### src/rtl/mem_port_arbiter.sv
// Two-master (instruction/data) to one-slave arbiter for a split address/data handshake bus.
// Each accepted address records its owner in an in-order FIFO that routes the responses back.
module mem_port_arbiter #(
    parameter int DEPTH = 4
) (
    input  logic        clk,
    input  logic        reset,

    input  logic        i_req,
    input  logic [31:0] i_addr,
    output logic        i_addr_ok,
    output logic        i_data_ok,
    output logic [31:0] i_rdata,

    input  logic        d_req,
    input  logic        d_wr,
    input  logic [3:0]  d_wstrb,
    input  logic [2:0]  d_size,
    input  logic [31:0] d_addr,
    input  logic [31:0] d_wdata,
    output logic        d_addr_ok,
    output logic        d_data_ok,
    output logic [31:0] d_rdata,

    output logic        m_req,
    output logic        m_wr,
    output logic [3:0]  m_wstrb,
    output logic [2:0]  m_size,
    output logic [31:0] m_addr,
    output logic [31:0] m_wdata,
    input  logic        m_addr_ok,
    input  logic        m_data_ok,
    input  logic [31:0] m_rdata,

    output logic        busy,
    output logic        resp_err
);

    localparam int PTR_W = (DEPTH > 1) ? $clog2(DEPTH) : 1;
    localparam int CNT_W = PTR_W + 1;
    localparam logic [CNT_W-1:0] FULL_CNT = CNT_W'(DEPTH);

    typedef enum logic [1:0] {
        IDLE   = 2'd0,
        LOCK_I = 2'd1,
        LOCK_D = 2'd2
    } state_t;

    state_t             state_q, state_d;
    logic               gnt_i, gnt_d;

    logic [PTR_W-1:0]   wptr_q, wptr_d;
    logic [PTR_W-1:0]   rptr_q, rptr_d;
    logic [CNT_W-1:0]   cnt_q, cnt_d;
    logic               resp_err_q, resp_err_d;
    logic               owner_q [DEPTH];

    logic               full, empty;
    logic               push, pop;
    logic               head_owner;

    assign full  = (cnt_q == FULL_CNT);
    assign empty = (cnt_q == '0);

    // Owner FSM: a grant that is not accepted in its first cycle is held
    // until the slave takes it or the owning master withdraws.
    always_comb begin
        state_d = state_q;
        gnt_i   = 1'b0;
        gnt_d   = 1'b0;
        if (!reset) begin
            case (state_q)
                IDLE: begin
                    if (!full) begin
                        if (d_req) begin
                            gnt_d = 1'b1;
                            if (!m_addr_ok) state_d = LOCK_D;
                        end else if (i_req) begin
                            gnt_i = 1'b1;
                            if (!m_addr_ok) state_d = LOCK_I;
                        end
                    end
                end
                LOCK_I: begin
                    if (!i_req) begin
                        state_d = IDLE;
                    end else if (!full) begin
                        gnt_i = 1'b1;
                        if (m_addr_ok) state_d = IDLE;
                    end
                end
                LOCK_D: begin
                    if (!d_req) begin
                        state_d = IDLE;
                    end else if (!full) begin
                        gnt_d = 1'b1;
                        if (m_addr_ok) state_d = IDLE;
                    end
                end
                default: state_d = IDLE;
            endcase
        end
    end

    always_ff @(posedge clk) begin
        if (reset) begin
            state_q <= IDLE;
        end else begin
            state_q <= state_d;
        end
    end

    // Slave request mux; instruction fetches are always full-word reads.
    always_comb begin
        m_req   = gnt_i | gnt_d;
        m_wr    = 1'b0;
        m_wstrb = 4'h0;
        m_size  = 3'd0;
        m_addr  = 32'h0;
        m_wdata = 32'h0;
        if (gnt_d) begin
            m_wr    = d_wr;
            m_wstrb = d_wstrb;
            m_size  = d_size;
            m_addr  = d_addr;
            m_wdata = d_wdata;
        end else if (gnt_i) begin
            m_wstrb = 4'hF;
            m_size  = 3'd2;
            m_addr  = i_addr;
        end
    end

    assign i_addr_ok = m_addr_ok & m_req & gnt_i;
    assign d_addr_ok = m_addr_ok & m_req & gnt_d;

    assign push       = m_req & m_addr_ok;
    assign pop        = m_data_ok & ~empty;
    assign head_owner = owner_q[rptr_q];

    assign i_data_ok = pop & ~head_owner;
    assign d_data_ok = pop &  head_owner;
    assign i_rdata   = m_rdata;
    assign d_rdata   = m_rdata;

    assign busy     = ~empty;
    assign resp_err = resp_err_q;

    always_comb begin
        wptr_d     = wptr_q + PTR_W'(push);
        rptr_d     = rptr_q + PTR_W'(pop);
        cnt_d      = cnt_q;
        resp_err_d = resp_err_q | (m_data_ok & empty);
        case ({push, pop})
            2'b10:   cnt_d = cnt_q + CNT_W'(1);
            2'b01:   cnt_d = cnt_q - CNT_W'(1);
            default: cnt_d = cnt_q;
        endcase
    end

    always_ff @(posedge clk) begin
        if (reset) begin
            wptr_q     <= '0;
            rptr_q     <= '0;
            cnt_q      <= '0;
            resp_err_q <= 1'b0;
        end else begin
            wptr_q     <= wptr_d;
            rptr_q     <= rptr_d;
            cnt_q      <= cnt_d;
            resp_err_q <= resp_err_d;
        end
    end

    // Owner IDs: 0 = instruction, 1 = data. Storage needs no reset; the count qualifies it.
    always_ff @(posedge clk) begin
        if (push) begin
            owner_q[wptr_q] <= gnt_d;
        end
    end

endmodule

### config.mk
export PLATFORM = sky130hd
export DESIGN_NAME = mem_port_arbiter
export DESIGN_NICKNAME = d
export VERILOG_FILES = /design/src/rtl/mem_port_arbiter.sv
export SDC_FILE = /design/constraint.sdc
export NUM_CORES = 1
export LEC_CHECK = 0
export CORE_AREA = 2 2 111 113
export DETAILED_ROUTE_END_ITERATION = 7
export DIE_AREA = 0 0 113 115
export SYNTH_ARGS = -nofsm -noshare
export SYNTH_HDL_FRONTEND = slang
export SYNTH_SLANG_ARGS = --single-unit
### constraint.sdc
create_clock -name clk -period 1.95 [get_ports clk]
set_input_delay 0.195 -clock clk [delete_from_list [all_inputs] [get_ports clk]]
set_output_delay 0.195 -clock clk [all_outputs]
set_load 0.01 [all_outputs]
# After elaboration in Yosys (flattened, before gate mapping)
# Memories as Yosys holds them, arrays and structs flattened. A register that Yosys moved wholly into a read port is not among the register bits.
# Cells that the tools add are included.
[op_classes] bitwise_logic=11 n_reduce_logical=4 n_addsub=4 n_mux=34 n_eq_ne=8
[ops] operator="$mux W32" count=3
[ops] operator="$mux W2" count=11
[ops] operator="$mux W1" count=13
[ops] operator="$mux W4" count=2
[ops] operator="$and A1 B1 Y1" count=7
[ops] operator="$pmux W2 S3" count=1
[ops] operator="$pmux W3 S2" count=1
[ops] operator="$add A2 B1 Y2" count=2
[ops] operator="$eq A2 B1 Y1 const B" count=2
[ops] operator="$eq A2 B2 Y1 const B" count=2
[ops] operator="$ne A2 B2 Y1 const B" count=2
[ops] operator="$pmux W1 S2" count=2
[ops] operator="$add A3 B1 Y3 const B" count=1
[ops] operator="$eq A3 B3 Y1 const B" count=1
[ops] operator="$logic_not A3 Y1" count=1
[ops] operator="$mux W3" count=1
[ops] operator="$ne A3 B3 Y1 const B" count=1
[ops] operator="$reduce_and A3 Y1" count=1
[ops] operator="$sub A3 B1 Y3 const B" count=1
[ops] operator="$logic_not A2 Y1" count=1
[ops] operator="$not A1 Y1" count=2
[ops] operator="$or A1 B1 Y1" count=2
[ops] operator="$reduce_bool A2 Y1" count=1
[word_totals] ramBits=4 input_bits=142 wordCells=67 mem_count=1 ff_bits=10
[memory_table] memory="owner_q" depth=4 width=1 read_ports=1 rd_clocked_by_memory_dff=1 wr=1 line_no="56" rtl="logic owner_q [DEPTH];"

# Depth between registers and ports, before layout
[logic_depth] depth_word=9 depth_mapped=9

# Least setup slack after synthesis
# No wires, ideal clock.
[synth_timing] path_kind="reg-to-reg" start="register cnt_q[0]" end="register cnt_q[2]" n_path_buf=0 t_required_ps=1879 setup_ps=71 t_arrival_ps=2051 path_stages_with_launch=9 period_less_slack_ps=2122 setup_slack_ps=-172 cell_sequence="dfxtp_1 -> nor3b_2 -> a2111o_1 -> ha_1 -> inv_1 -> fa_1 -> xor2_1 -> or3_1 -> a21oi_1"
[synth_via] elab_chain_len=9 elab_cells_between_ends=21
[synth_rtl] item="start, declared" line_no="54" rtl="logic [CNT_W-1:0] cnt_q, cnt_d;"
[synth_rtl] item="start signal, assigned" line_no="170" rtl="cnt_q <= cnt_d;"
[synth_rtl] item="$eq A3 B3 Y1" line_no="62" rtl="assign full = (cnt_q == FULL_CNT);"
[synth_rtl] item="$mux W1" line_no="87, 95"
[synth_rtl] item="$mux W1, on equally long branches" line_no="85, 93"
[synth_rtl] item="$pmux W1 S2" line_no="72" rtl="case (state_q)"
[synth_rtl] item="$mux W1" line_no="71" rtl="if (!reset) begin"
[synth_rtl] item="$or A1 B1 Y1" line_no="115" rtl="m_req = gnt_i | gnt_d;"
[synth_rtl] item="$and A1 B1 Y1" line_no="137" rtl="assign push = m_req & m_addr_ok;"
[synth_rtl] item="$eq A2 B1 Y1 / $eq A2 B2 Y1 (equally long branches)" line_no="154" rtl="case ({push, pop})"
[synth_rtl] item="$pmux W3 S2 / $reduce_bool A2 Y1 (equally long branches)"
# Parallel ways exist; a longest one is shown, timed or not.
# A chain may end at the register's enable or synchronous reset.

# Worst setup path after layout
[layout_timing] start="register cnt_q[1]" end="output port m_addr[21]"
[layout_via] elab_chain_len=7 elab_cells_between_ends=12
[layout_rtl] item="$eq A3 B3 Y1 (*)" line_no="62"
[layout_rtl] item="$mux W1" line_no="87, 95"
[layout_rtl] item="$mux W1" line_no="85" rtl="if (!i_req) begin"
[layout_rtl] item="$pmux W1 S2" line_no="72"
[layout_rtl] item="$mux W1" line_no="71"
[layout_rtl] item="$mux W32" line_no="127" rtl="end else if (gnt_i) begin"
[layout_rtl] item="$mux W32 (*)" line_no="121" rtl="if (gnt_d) begin"
[layout_rtl] item="end, declared" line_no="29" rtl="output logic [31:0] m_addr,"
# Every way passes the cells marked *; elsewhere a longest branch is shown, timed or not.

==> summary.md <==
| Metric | Value |
|---|---|
| Post-synth top flop | dfxtp_1 |
| Routability cong. | between 0.7 and 0.8 |
| Crit path max fanout | 7 |
| Setup crit start | cnt_q[1] |
| Worst Setup EP | m_addr[21] |
| GR peak layer | met2 |
| Seq/Total Area, Yosys | about 18% |
| Post-route setup TNS | -1.53 ns |
| Slack of the critical path | -0.131 ns |
| FF-to-FF Start | cnt_q[0] |
| CTS H-tree depth | 1 |
| Final Setup Violations | 18 |
| DR iter-0 viols | 68 |
| Residual DRC | 20 |
| First-pass GRT wire length | approximately 11000 µm |
| WS Path Type | reg -> out |
| Slew headroom | between 80% and 90% |
| Post-CTS Hold Fix Bufs | 0 |
| Grt ovf | 0 |
| Worst-Skew Late Latency | between 0.2 and 0.25 ns |
| CTS tree | yes |
| Final Non-Filler Cells | 512 |
| Clk sinks | 14 |
| Fmax | slightly below 500 MHz |
| RR Endpoint | cnt_q[2] |
| Rows | 40 |
| Worst EP arrival | 1.89 ns |
| Seq cells post-synth | 14 |
| ANT cells | 0 |
| Gr usage total | between 10% and 20% |
| Met2 GRT Util | 20.6% |
| Post-synth EDFFs | 4 |
| Crit-path cells | or3b_4 > and3_4 > buf_6 > buf_12 > buf_12 > a22o_1 > buf_2 |
| Root Driver | clkbuf_16 |
| Post-route ant nets | 0 |
| Startpoint types | register |
| Most used cell, CP | buf_12 |
| I/O pin cnt | between 200 and 300 |
| Post-layout minimum cycle time | around 2.1 ns |
| Die height | 115 µm |
| FF-to-FF setup slack | -0.05 ns |
| FF-to-FF path depth | 8 |
| Vias per inst | slightly below 4 |
| Hold Vio Cnt, Final | 0 |
| Static leakage | about 1.8 nW |
| Synthesized area | between 0.0015 and 0.002 mm² |
| GR Util met1 | about 11% |
| Least-Margin Pin Slew | ~0.29 ns |
| Area delta synth->final | 102% |
| Synth async-reset ratio | 0% |
| Port bufs | 188 |
| Initial Util | 15.2% |
| Clock Skew | roughly 0.0069 ns |
| Final cycle utilization of the critical path | 107% |
| CTS max path bufs | 2 |
| Placed cells | 494 |
| Critical Path RT | around 1.8 ns |
| Total CTS buffers | 3 |
| Core Area | 0.0118 mm² |
| Crit. End Element | output port |
| Post-Syn Instances | ~220 |
| Max Slew Vio Count | 0 |
| Max Cap Viol | 0 |
| Net Count, Synth | ~360 |
| Final WL | approximately 7600 µm |
| Failing checks | DRC, setup timing |
| Initial antenna violation count | 0 |
| CTS clk-pin slew, worst paths | 0.05 ns |
| Layout cells sized above 1 | between 20 and 30% |
| Worst hold path type | in -> out |
| RSZ-0062 raised after global routing | true |
| Slowest-stage cell, CP | or3b_4 |
| Final #Nets | between 500 and 600 |
| M3 GR Usage | approximately 2.5% |
| Dpl hpwl | ~5700 µm |
| PD cells | 576 mW/mm² |
| Routed via count | 2024 |
| Hold slack | between 0.3 and 0.4 ns |
| Syn. warnings | 0 |
| Chip Width | between 100 and 150 µm |
| Largest net degree at the start of global routing | 20 |
| Die area | 0.0130 mm² |
| Vias in the first global route | about 2100 |
| Distinct cells, synth | 34 |
| Drt wl/cell | 14.9 µm |
| CP max stage delay | around 0.40 ns |
| Max VDD drop | ~0.82 mV |
| Pre-antenna DRT Iters | 6 |
| Avg Cell Area, Syn | 8.32 µm² |
| Status | complete, but fails checks |
layout make-up:
class / count / area [µm²]
multi-input combinational: 120 / 958
fill: 1248 / 8180
sequential: 14 / 333
inverter: 6 / 22.5
tap: 147 / 184
clock inverter: 1 / 3.75
clock buffer: 3 / 75.1
timing repair buffer: 221 / 2060
worst min path at each step:
stage | from | to | depth (start not counted)
after global routing | m_rdata[5] | i_rdata[5] | 0
final | m_rdata[20] | d_rdata[20] | 0
after CTS | m_rdata[23] | d_rdata[23] | 0
after detailed placement | m_rdata[23] | d_rdata[23] | 0
after global placement | m_rdata[23] | d_rdata[23] | 0
after floorplan | reset | rptr_q[0] | 1
registers in the layout, summed over array words and instances (netlist names):
register  flops
owner_q       4
cnt_q         3
rptr_q        2
state_q       2
wptr_q        2
resp_err      1
cell usage in the layout (no fill, tap or decap), types with 6 or more instances in the layout:
| cell type | netlist | final |
|---|---|---|
| buf_6 | 3 | 7 |
| clkdlybuf4s50_1 | 0 | 108 |
| dlygate4sd2_1 | 0 | 29 |
| nor2_1 | 8 | 7 |
| buf_4 | 64 | 19 |
| and2_1 | 37 | 37 |
| dfxtp_1 | 10 | 6 |
| buf_2 | 3 | 44 |
| a22o_1 | 32 | 32 |
per-layer routing:
layer | vias to the layer above | wire length, µm
met5 | - | 0
met4 | 0 | 73
met3 | 10 | 732
met2 | 126 | 4200
met1 | 913 | 2610
li1 | 975 | -
synth_stat cells, types with 2 or more instances:
| library cell | count | share of area [%] |
|---|---|---|
| nor2b_1 | 3 | 1.0 |
| edfxtp_1 | 4 | 6.7 |
| dfxtp_1 | 10 | 11 |
| xnor2_1 | 2 | 0.97 |
| nor3_1 | 3 | 0.83 |
| nand2_1 | 2 | 0.42 |
| buf_6 | 3 | 1.9 |
| and2_1 | 37 | 13 |
| buf_2 | 3 | 0.83 |
| buf_4 | 64 | 27 |
| inv_1 | 6 | 1.3 |
| nand2b_1 | 2 | 0.70 |
| a21oi_1 | 4 | 1.1 |
| ha_1 | 3 | 2.1 |
| nor3b_1 | 3 | 1.3 |
| xor2_1 | 2 | 0.97 |
| a22o_1 | 32 | 16 |
| nor2_1 | 8 | 1.7 |
| a21o_1 | 5 | 2.1 |
| clkbuf_1 | 6 | 1.3 |
through the flow:
stage / power, mW / setup WS [ns] / util, % / area, µm²
finish: 2.09 / -0.131 / 30.8 / 3630
global route: 2.23 / -0.174 / 30.8 / 3630
CTS: 2.04 / -0.150 / 30.3 / 3580
detailed placement: 1.61 / -0.399 / 29.7 / 3510
global placement: 1.60 / -0.361 / 29.7 / 3510
floorplan: 1.03 / -0.0747 / - / 1810
power breakdown:
| group | internal (mW) | total, mW | switching (mW) |
|---|---|---|---|
| Sequential | 0.361 | 0.411 | 0.0499 |
| Combinational | 0.777 | 1.29 | 0.516 |
| Clock | 0.271 | 0.388 | 0.117 |
worst max-delay path: cells and delay by family (launching register included):
kind,cells,cell delay [ns]
DFF,1,0.35
and+or+nand+nor,2,0.58
AOI/OAI and AO/OA,1,0.19
buffers and inverters,4,0.50
logic make-up (layout without fill, tap and decap cells):
group | Yosys count | count (layout) | share of synthesized area [%]
multiplexers | 1 | 1 | 1.25
XOR/XNOR | 4 | 4 | 1.95
adder cells (fa/ha/maj) | 4 | 4 | 3.20
flip-flops | 14 | 14 | 17.8
AND/OR/NAND/NOR | 66 | 66 | 23.2
buffers and inverters | 82 | 231 | 31.9
AO/OA/AOI/OAI | 45 | 45 | 20.7
timing repair:
action | CTS | global route
setup buffers | 8 | 1
pin swaps | 5 | 3
cloned | 5 | 0
resized for setup | 232 | 16
endpoints found under the setup margin | 79 | 45
(Power assumes the default switching activity.)
